--- config.mk ---
export PLATFORM = sky130hd
export DESIGN_NAME = hazard_ctrl_multi
export DESIGN_NICKNAME = d
export VERILOG_FILES = /design/src/rtl/hazard_ctrl_multi.sv
export SDC_FILE = /design/constraint.sdc
export NUM_CORES = 1
export LEC_CHECK = 0
export BUFFER_PORTS_ARGS = -buffer_cell sky130_fd_sc_hd__buf_2
export CAP_MARGIN = 20
export CORE_MARGIN = 2
export CORE_UTILIZATION = 45
export CTS_CLUSTER_SIZE = 24
export DETAILED_ROUTE_END_ITERATION = 10
export PLACE_DENSITY = 0.76
export SETUP_SLACK_MARGIN = 0.5
export SYNTH_ARGS = -nofsm -noshare
export SYNTH_HDL_FRONTEND = slang
export SYNTH_SLANG_ARGS = --single-unit
--- constraint.sdc ---
create_clock -name Clk -period 1.8 [get_ports Clk]
set_input_delay 0.09 -clock Clk [delete_from_list [all_inputs] [get_ports Clk]]
set_output_delay 0.09 -clock Clk [all_outputs]
set_load 0.02 [all_outputs]
--- src/rtl/hazard_ctrl_multi.sv ---
// Pipeline hazard controller: load-use stalls with configurable latency,
// branch-in-ID dependency stalls, taken-branch IF/ID flush, post-reset
// warm-up window and a saturating stall-cycle counter.
module hazard_ctrl_multi #(
  parameter int REG_W    = 5,
  parameter int LOAD_LAT = 1,
  parameter int WARMUP   = 4,
  parameter int PERF_W   = 16
) (
  input  logic              Clk,
  input  logic              Reset,
  input  logic [REG_W-1:0]  ID_Rs,
  input  logic [REG_W-1:0]  ID_Rt,
  input  logic              ID_UsesRt,
  input  logic              ID_Branch,
  input  logic              BranchTaken,
  input  logic              EX_MemRead,
  input  logic              EX_RegWrite,
  input  logic [REG_W-1:0]  EX_WriteReg,
  input  logic              MEM_MemRead,
  input  logic [REG_W-1:0]  MEM_WriteReg,
  output logic              PCWrite,
  output logic              IFIDWrite,
  output logic              HazardControl,
  output logic              IFFlush,
  output logic [PERF_W-1:0] StallCount
);

  typedef enum logic [1:0] {
    WARM,
    RUN,
    LSTALL
  } state_t;

  localparam logic [3:0] LSTALL_INIT = 4'(LOAD_LAT - 1);
  localparam logic [4:0] WARM_END    = 5'(WARMUP);

  state_t     state, state_n;
  logic [3:0] cnt, cnt_n;
  logic [4:0] cnt_inc;

  logic ex_match, mem_match;
  logic load_use, branch_dep;
  logic pcw, ifidw, hc, flush;

  // Source-operand match against each producer; register 0 never matches.
  always_comb begin
    ex_match  = (EX_WriteReg != '0) &&
                ((EX_WriteReg == ID_Rs) || (ID_UsesRt && (EX_WriteReg == ID_Rt)));
    mem_match = (MEM_WriteReg != '0) &&
                ((MEM_WriteReg == ID_Rs) || (ID_UsesRt && (MEM_WriteReg == ID_Rt)));
    load_use   = EX_MemRead && ex_match;
    branch_dep = ID_Branch && ((EX_RegWrite && ex_match) || (MEM_MemRead && mem_match));
    cnt_inc    = {1'b0, cnt} + 5'd1;
  end

  // Next-state and control outputs; load-use > branch dependency > taken flush.
  always_comb begin
    state_n = state;
    cnt_n   = cnt;
    pcw     = 1'b1;
    ifidw   = 1'b1;
    hc      = 1'b0;
    flush   = 1'b0;
    unique case (state)
      WARM: begin
        cnt_n = cnt_inc[3:0];
        if ((WARMUP == 0) || (cnt_inc == WARM_END)) state_n = RUN;
      end
      RUN: begin
        if (load_use) begin
          pcw   = 1'b0;
          ifidw = 1'b0;
          hc    = 1'b1;
          if (LOAD_LAT > 1) begin
            state_n = LSTALL;
            cnt_n   = LSTALL_INIT;
          end
        end else if (branch_dep) begin
          pcw   = 1'b0;
          ifidw = 1'b0;
          hc    = 1'b1;
        end else if (ID_Branch && BranchTaken) begin
          flush = 1'b1;
        end
      end
      LSTALL: begin
        pcw   = 1'b0;
        ifidw = 1'b0;
        hc    = 1'b1;
        cnt_n = cnt - 4'd1;
        if (cnt == 4'd1) state_n = RUN;
      end
      default: state_n = WARM;
    endcase
    // While reset is held the outputs already present the warm-up values,
    // so a stall in progress is not seen (or counted) during the reset cycle.
    if (Reset) begin
      pcw   = 1'b1;
      ifidw = 1'b1;
      hc    = 1'b0;
      flush = 1'b0;
    end
  end

  always_comb begin
    PCWrite       = pcw;
    IFIDWrite     = ifidw;
    HazardControl = hc;
    IFFlush       = flush;
  end

  // State, shared warm/stall counter and saturating stall-cycle counter.
  always_ff @(posedge Clk) begin
    if (Reset) begin
      state      <= WARM;
      cnt        <= '0;
      StallCount <= '0;
    end else begin
      state <= state_n;
      cnt   <= cnt_n;
      if (hc && (StallCount != '1)) StallCount <= StallCount + 1'b1;
    end
  end

endmodule

==> impl_metrics.env, run 1 <==
export IMPL_arrival_ns=2.00
export IMPL_synth_edff_count=0
export IMPL_worstSetupPathType="flop to flop"
export IMPL_clock_power_share_pct=26.8
export IMPL_route_detailed_drc=0
export IMPL_dieWidth_microns=60.3
export IMPL_cts_max_level=1
export IMPL_setup_ws_ns=0.0576
export IMPL_fill_cells=190
export IMPL_clkSinkCount=21
export IMPL_drt_iter0_drc=129
export IMPL_regArea_sq_um=450
export IMPL_ant_nets=0
export IMPL_ys_warn_count=0
export IMPL_outcome="finished, final reports clean"
export IMPL_post_route_period_util_pct=96.8
export IMPL_wl_per_cell_microns=17.9
export IMPL_rsz0062_at_grt="yes"
export IMPL_ys_seq_area_share_pct=29.5
export IMPL_synthTopCellsByCount="dfxtp_1 (21), xnor2_1 (21), a21oi_1 (13)"
export IMPL_die_area_sq_um=3630
export IMPL_ioPinCount=48
export IMPL_p_sw_mw=0.283
export IMPL_fmaxAchievable_ghz=0.574
export IMPL_final_area_sq_um=2370
export IMPL_combinationalPowerShare_pct=23.0
export IMPL_grt_max_degree=24
export IMPL_drt_pass1_iter_count=4
export IMPL_clk_pin_slew_worst_paths_ns=0.13
export IMPL_routed_via_density=5.93
export IMPL_cts_buffers=3
export IMPL_setup_violations=0
export IMPL_core_area_sq_um=3030
export IMPL_cts_path_max_buffers=2
export IMPL_syn_area_sq_um=1430
export IMPL_via_count=1707
export IMPL_start_kind="flop"
export IMPL_end_kind="flop"
export IMPL_ys_dominant_reg_cell="dfxtp_1"
export IMPL_finalClockSkew_ns=0.00342
export IMPL_yosysTopAreaCell="dfxtp_1"
export IMPL_sw_frac_of_total_pct=30.0
export IMPL_cts_tree="yes"
export IMPL_postRouteWirelength_mm=5.17
export IMPL_place_hpwl_mm=2.59
export IMPL_fp_dieH_microns=60.3
export IMPL_grt_pass1_wl_mm=7.02
export IMPL_min_path_type="primary input to flop"
export IMPL_synth_top_area_share_pct=29.5
export IMPL_powerDensity_nw_per_um2=397
export IMPL_ctsRootBufferMaster="clkbuf_4"
export IMPL_p_leak_nw=1.03
export IMPL_ys_seq_elements=21
export IMPL_async_reset_ff_share_pct=0
export IMPL_required_ns=2.06
export IMPL_synth_area_leaders="dfxtp_1 (29%), xnor2_1 (13%), a21oi_1 (4.6%)"
export IMPL_synth_area_per_cell_sq_um=8.43
export IMPL_syn2layout_area_growth_pct=66.6
export IMPL_critical_path_peak_fanout=5
export IMPL_gr_total_overflow=0
export IMPL_ys_types=39
export IMPL_maxSlewViolCount=0
export IMPL_seq_power_share_pct=50.2
export IMPL_n_antenna_cell=0
export IMPL_dp_slack_ns=-0.0601
export IMPL_fin_crit_ns=1.74
export IMPL_multi_input_comb_area_sq_um=1260
export IMPL_grt_total_usage_pct=25.6
export IMPL_fin_nets=276
export IMPL_worst_pin_slew_ns=0.293
export IMPL_syn_nets=200
export IMPL_clkLatencyLatePin_ns=0.33
export IMPL_irDropWorstVdd_uv=268
export IMPL_row_count=20
export IMPL_io_buffers=47
export IMPL_internal_power_mw=0.661
export IMPL_max_slew_margin_pct=80.3
export IMPL_grt_pass1_vias=1557
export IMPL_antenna_found_initial=0
export IMPL_fin_util_pct=78.4
export IMPL_place_gp_congestion=0.840
export IMPL_drive_gt1_share_pct=58.2
export IMPL_synthCells=169
export IMPL_hold_viol=0
export IMPL_maxCapViolCount=0
export IMPL_place_area_sq_um=1820
export IMPL_power_total_mw=0.944
export IMPL_start_util_pct=47.1
[power groups by stage]
stage | combinational (mW) | clock, mW | sequential, mW
floorplan | 0.0981 | 0 | 0.481
global placement | 0.160 | 0 | 0.482
detailed placement | 0.164 | 0 | 0.483
CTS | 0.195 | 0.240 | 0.472
global route | 0.234 | 0.273 | 0.476
finish | 0.217 | 0.252 | 0.474
[state kept, by name (all words and copies together), names as in the netlist]
register and cells:
StallCount 16, cnt 4, state 1
[worst max-delay path, stage by stage, from the launching register on]
cell     delay [ns]
dfxtp_4        0.37
and3_4         0.19
and3_4         0.22
buf_6          0.13
nand3_1        0.13
or4_4          0.45
a21oi_1        0.20
[path summary, 6_finish.rpt]
check	startpoint	endpoint	slack, ns	depth (start not counted)
hold / removal	Reset	StallCount[0]	0.21	3
hold reg to reg	cnt[3]	cnt[3]	0.52	2
setup reg to reg	StallCount[4]	StallCount[14]	0.06	6
setup / recovery	StallCount[4]	StallCount[14]	0.06	6
[cell families after synthesis]
logic type / count (synthesis) / share of synthesized area (%)
multiplexers: 6 / 5.09
XOR/XNOR: 22 / 13.5
buffers and inverters: 13 / 4.83
AND/OR/NAND/NOR: 69 / 27.7
adder cells (fa/ha/maj): 3 / 2.63
flip-flops: 21 / 29.5
AO/OA/AOI/OAI: 35 / 16.7
[through the flow]
stage / instances / hold WS, ns / TNS (ns)
finish: 288 / 0.209 / 0
global route: 288 / 0.223 / 0
CTS: 282 / 0.218 / 0
detailed placement: 259 / 0.475 / -0.0820
global placement: 259 / 0.470 / 0
floorplan: 169 / 0.333 / 0
[layer usage]
layer | vias up | GRT usage (%) | share of wire (%)
met5 | - | 0 | 0
met4 | 0 | 6.67 | 4.0
met3 | 23 | 3.03 | 6.3
met2 | 94 | 47.0 | 52
met1 | 811 | 31.0 | 37
li1 | 779 | - | -
[cells in the final DEF, fill, tap and decap left out, types with 3 or more instances in the layout]
cell type  synthesis  layout
dfxtp_1           21       9
a21oi_2            0       3
a21oi_1           13      10
or4_1              6       3
dfxtp_2            0       6
mux2_4             2       4
nand4_1            4       4
xnor2_2            0       4
nand3_4            0       3
inv_1              4       3
dfxtp_4            0       6
or4_4              0       3
buf_2              1      41
and3_4             0       4
buf_6              1      11
clkbuf_4           0       3
xnor2_1           21      17
nand2_1           10       8
buf_4              3      23
o31ai_1            6       6
nor2_1            10      10
o21ai_0            5       3
and4_4             0       3
nand3_1           12       9
nor2b_1            6       6
[final cells by class]
type	instances	area share, %
inverter	4	0.632
multi-input combinational	137	53.2
tap	44	2.32
sequential	21	19.0
timing repair buffer	78	23.8
clock buffer	4	1.11
[what timing repair did]
item                                   4_1_cts  5_1_grt
hold buffers                                 0        0
cloned                                       3        0
setup endpoints to repair                   20       21
setup buffers                               16        6
pin swaps                                   21       19
endpoints found under the hold margin        0        0
resized for setup                           41       29
Power figures use the tool's default switching activity.
==> inputs of run 2 (changes only) <==
--- a/config.mk
+++ b/config.mk
@@ -5,13 +5,14 @@
 export SDC_FILE = /design/constraint.sdc
 export NUM_CORES = 1
 export LEC_CHECK = 0
+export ABC_AREA = 1
 export BUFFER_PORTS_ARGS = -buffer_cell sky130_fd_sc_hd__buf_2
 export CAP_MARGIN = 20
 export CORE_MARGIN = 2
-export CORE_UTILIZATION = 45
+export CORE_UTILIZATION = 47
 export CTS_CLUSTER_SIZE = 24
 export DETAILED_ROUTE_END_ITERATION = 10
-export PLACE_DENSITY = 0.76
+export PLACE_DENSITY = 0.77
 export SETUP_SLACK_MARGIN = 0.5
 export SYNTH_ARGS = -nofsm -noshare
 export SYNTH_HDL_FRONTEND = slang
==> constraint.sdc (replaced) <==
create_clock -name Clk -period 1.8 [get_ports Clk]
set_input_delay 0.27 -clock Clk [delete_from_list [all_inputs] [get_ports Clk]]
set_output_delay 0.27 -clock Clk [all_outputs]
set_load 0.02 [all_outputs]
==> run 2 against run 1 <==
Against the previous run:
- cell count up 42%
- global-route usage down 2.6 points
- sequential share of layout area down 1.5 points
- combinational power down 3%
- design area up 6.7%
- total power up 6.7%
- critical path type is now primary input to primary output
- largest power group unchanged
==> impl_metrics.env, run 2 <==
export IMPL_outcome="finished, final reports clean"
export IMPL_clkLatencyLatePin_ns=0.27
export IMPL_synth_area_per_cell_sq_um=5.72
export IMPL_largest_reg_flops=16
export IMPL_crit_chain="buf_8 > nand2_1 > nand2_1 > nor2_1 > nand3_1 > nand2_1 > nand2_2 > nand2_8 > nand2_4 > inv_2 > buf_6"
export IMPL_irDropWorstVdd_uv=410
export IMPL_cts_tree="yes"
export IMPL_start_kind="primary input"
export IMPL_combinationalPowerShare_pct=20.8
export IMPL_cts_path_max_buffers=2
export IMPL_worst_r2r_cell_count=12
export IMPL_clk_pin_slew_worst_paths_ns=0.09
export IMPL_fin_util_pct=70.3
export IMPL_synth_top_family_by_area="simple AND/OR/NAND/NOR gates"
export IMPL_synth_top_area_share_pct=24.3
export IMPL_dieWidth_microns=64.7
export IMPL_via_count=2023
export IMPL_whs_path_depth=2
export IMPL_worstSetupPathType="primary input to primary output"
export IMPL_end_kind="primary output"
export IMPL_drt_iter0_drc=129
export IMPL_setup_violations=0
export IMPL_ant_nets=0
export IMPL_worstReg2RegStart="StallCount[0]"
export IMPL_synth_edff_count=0
export IMPL_place_gp_congestion=0.877
export IMPL_core_area_sq_um=3610
export IMPL_ys_warn_count=0
export IMPL_maxCapViolCount=0
export IMPL_grt_total_usage_pct=23.0
export IMPL_route_detailed_drc=0
export IMPL_n_antenna_cell=0
export IMPL_critPathMaxStageDelay_ns=0.14
export IMPL_max_slew_margin_pct=78.9
export IMPL_final_common_cell="nand2_1"
export IMPL_ys_dominant_reg_cell="dfxtp_1"
export IMPL_syn2layout_area_growth_pct=46.2
export IMPL_row_count=22
export IMPL_antenna_found_initial=0
export IMPL_routed_via_density=4.93
export IMPL_rsz0062_at_grt="yes"
export IMPL_cts_buffers=3
export IMPL_layout_common_cells="nand2_1 (98), nor2_1 (37), inv_1 (26), buf_2 (26), inv_2 (20)"
export IMPL_sw_frac_of_total_pct=28.5
export IMPL_synthCells=303
export IMPL_ctsRootBufferMaster="clkbuf_8"
export IMPL_powerDensity_nw_per_um2=397
export IMPL_die_area_sq_um=4190
export IMPL_p_leak_nw=1.28
export IMPL_synthSimpleGateAreaFrac_pct=52.6
export IMPL_min_to="cnt[0]"
export IMPL_syn_nets=334
export IMPL_post_route_period_util_pct=82.6
export IMPL_worst_pin_slew_ns=0.316
export IMPL_fmaxAchievable_ghz=0.673
export IMPL_cts_hold_buf=0
export IMPL_ys_seq_area_share_pct=24.3
export IMPL_largest_registers="StallCount: 16 flops, cnt: 4 flops, state: 1 flops"
export IMPL_syn_area_sq_um=1730
export IMPL_drt_pass1_iter_count=4
export IMPL_io_buffers=47
export IMPL_grt_max_degree=23
export IMPL_gr_total_overflow=0
export IMPL_hold_viol=0
export IMPL_synthAdderAreaFrac_pct=2.17
export IMPL_postRouteWirelength_mm=4.74
export IMPL_yosysMostFrequentCell="nand2_1"
export IMPL_fp_dieH_microns=64.7
export IMPL_place_hpwl_mm=3.12
export IMPL_rr_endpoint="StallCount[11]"
export IMPL_maxSlewViolCount=0
export IMPL_setup_tns_ns=0
export IMPL_yosysTopAreaCell="dfxtp_1"
export IMPL_critical_path_peak_fanout=4
export IMPL_regMostFlops="StallCount"
export IMPL_ys_types=26
export IMPL_seq_power_share_pct=47.2
export IMPL_synthTopCellsByCount="nand2_1 (107), nor2_1 (46), inv_1 (42)"
export IMPL_cts_max_level=1
export IMPL_synth_area_leaders="dfxtp_1 (24%), nand2_1 (23%), nor2_1 (10%)"
export IMPL_grt_pass1_wl_mm=7.84
export IMPL_async_reset_ff_share_pct=0
export IMPL_cp_buffers_inverters=3
export IMPL_yosys_mux_area_fraction_pct=0
export IMPL_clock_power_share_pct=32.0
export IMPL_fin_crit_ns=1.49
export IMPL_arrival_ns=1.22
export IMPL_required_ns=1.53
export IMPL_wl_per_cell_microns=11.6
export IMPL_grt_pass1_vias=1878
export IMPL_cp_slowest_cell="nor2_1"
export IMPL_layout_cells_non_filler=410
export IMPL_hp_start="Reset"
export IMPL_start_util_pct=48.1
export IMPL_cp_common_cell="nand2_1"
export IMPL_drive_gt1_share_pct=40.3
export IMPL_synth_compound_area_share_pct=2.09
export IMPL_ys_seq_elements=21
export IMPL_dp_cells=393
export IMPL_post_synth_xor_area_fraction_pct=5.05
export IMPL_min_path_type="primary input to flop"
export IMPL_ff2ff_setup_slack_ns=0.34
export IMPL_cp_top_family="simple AND/OR/NAND/NOR gates"
export IMPL_clkSinkCount=21
export IMPL_fin_nets=394
export IMPL_internal_power_mw=0.720
export IMPL_finalClockSkew_ns=0.00788
export IMPL_ioPinCount=48
export IMPL_p_sw_mw=0.287
[run 2: cell types whose count changed in the layout (fill, tap and decap cells not counted), moves of 7 or more]
| cell | previous run | this run |
|---|---|---|
| inv_1 | 3 | 26 |
| xnor2_1 | 17 | 3 |
| buf_2 | 41 | 26 |
| buf_4 | 23 | 16 |
| nand4_1 | 4 | 12 |
| a21oi_1 | 10 | 2 |
| nor2_1 | 10 | 37 |
| nor2_4 | 0 | 9 |
| nand2_1 | 8 | 98 |
| inv_2 | 1 | 20 |
| nand2_2 | 1 | 12 |
[run 2: how the worst max path moves through the flow]
stage	from	endpoint	slack, ns	cells past startpoint
after floorplan	StallCount[1]	StallCount[7]	0.40	11
after global placement	EX_WriteReg[2]	IFFlush	0.19	9
after detailed placement	EX_WriteReg[2]	IFFlush	0.19	9
after CTS	EX_WriteReg[4]	HazardControl	0.33	10
after global routing	ID_Rs[3]	HazardControl	0.22	12
final	EX_WriteReg[4]	HazardControl	0.31	11
[run 2: cell families (layout without fill, tap and decap cells)]
| family | count (synthesis) | count (layout) |
|---|---|---|
| buf+inv | 58 | 116 |
| xor+xnor | 10 | 10 |
| flops | 21 | 21 |
| fa+ha+maj | 3 | 3 |
| simple gates | 204 | 205 |
| compound gates | 7 | 7 |
[run 2: cell type report]
| class | count | area, sq um |
|---|---|---|
| clock buffer | 3 | 41.3 |
| multi-input combinational | 225 | 1280 |
| inverter | 51 | 209 |
| timing repair buffer | 61 | 488 |
| sequential | 21 | 443 |
| tap | 48 | 60.1 |
| fill | 307 | 1070 |
| clock inverter | 1 | 7.51 |
[run 2: repair_timing]
action,4_1_cts,5_1_grt
endpoints found under the hold margin,0,0
pin swaps,28,25
endpoints found under the setup margin,19,20
buffers inserted,9,3
gates resized for setup,50,39
cloned,1,0
[run 2: layer usage]
layer  track usage [%]  vias to the layer above  wire length, microns
met5                 0                        -                     0
met4              4.26                        0                    78
met3              3.82                       10                   193
met2              42.3                       52                  2420
met1              28.2                      916                  2040
li1                  -                     1045                     -
[run 2: stage by stage]
stage / worst slack, ns / area (sq um) / total power [mW] / hold WS [ns]
2_1_floorplan: 0.400 / 1830 / 0.586 / 0.339
3_3_place_gp: 0.191 / 2080 / 0.645 / 0.465
3_5_place_dp: 0.193 / 2080 / 0.648 / 0.474
4_1_cts: 0.330 / 2400 / 0.986 / 0.376
5_1_grt: 0.224 / 2530 / 1.06 / 0.371
6_report: 0.313 / 2530 / 1.01 / 0.367
[run 2: power groups by stage]
stage | sequential, mW | clock [mW] | combinational (mW)
after global routing | 0.476 | 0.353 | 0.232
after floorplan | 0.485 | 0 | 0.101
after detailed placement | 0.486 | 0 | 0.162
final | 0.475 | 0.322 | 0.210
after global placement | 0.486 | 0 | 0.159
after CTS | 0.475 | 0.326 | 0.185
[run 2: worst register-to-register path: cells and delay by family (launching register included)]
| family | cells | cell delay (ns) |
|---|---|---|
| simple gates | 9 | 0.68 |
| flops | 1 | 0.38 |
| fa+ha+maj | 1 | 0.14 |
| buf+inv | 2 | 0.13 |
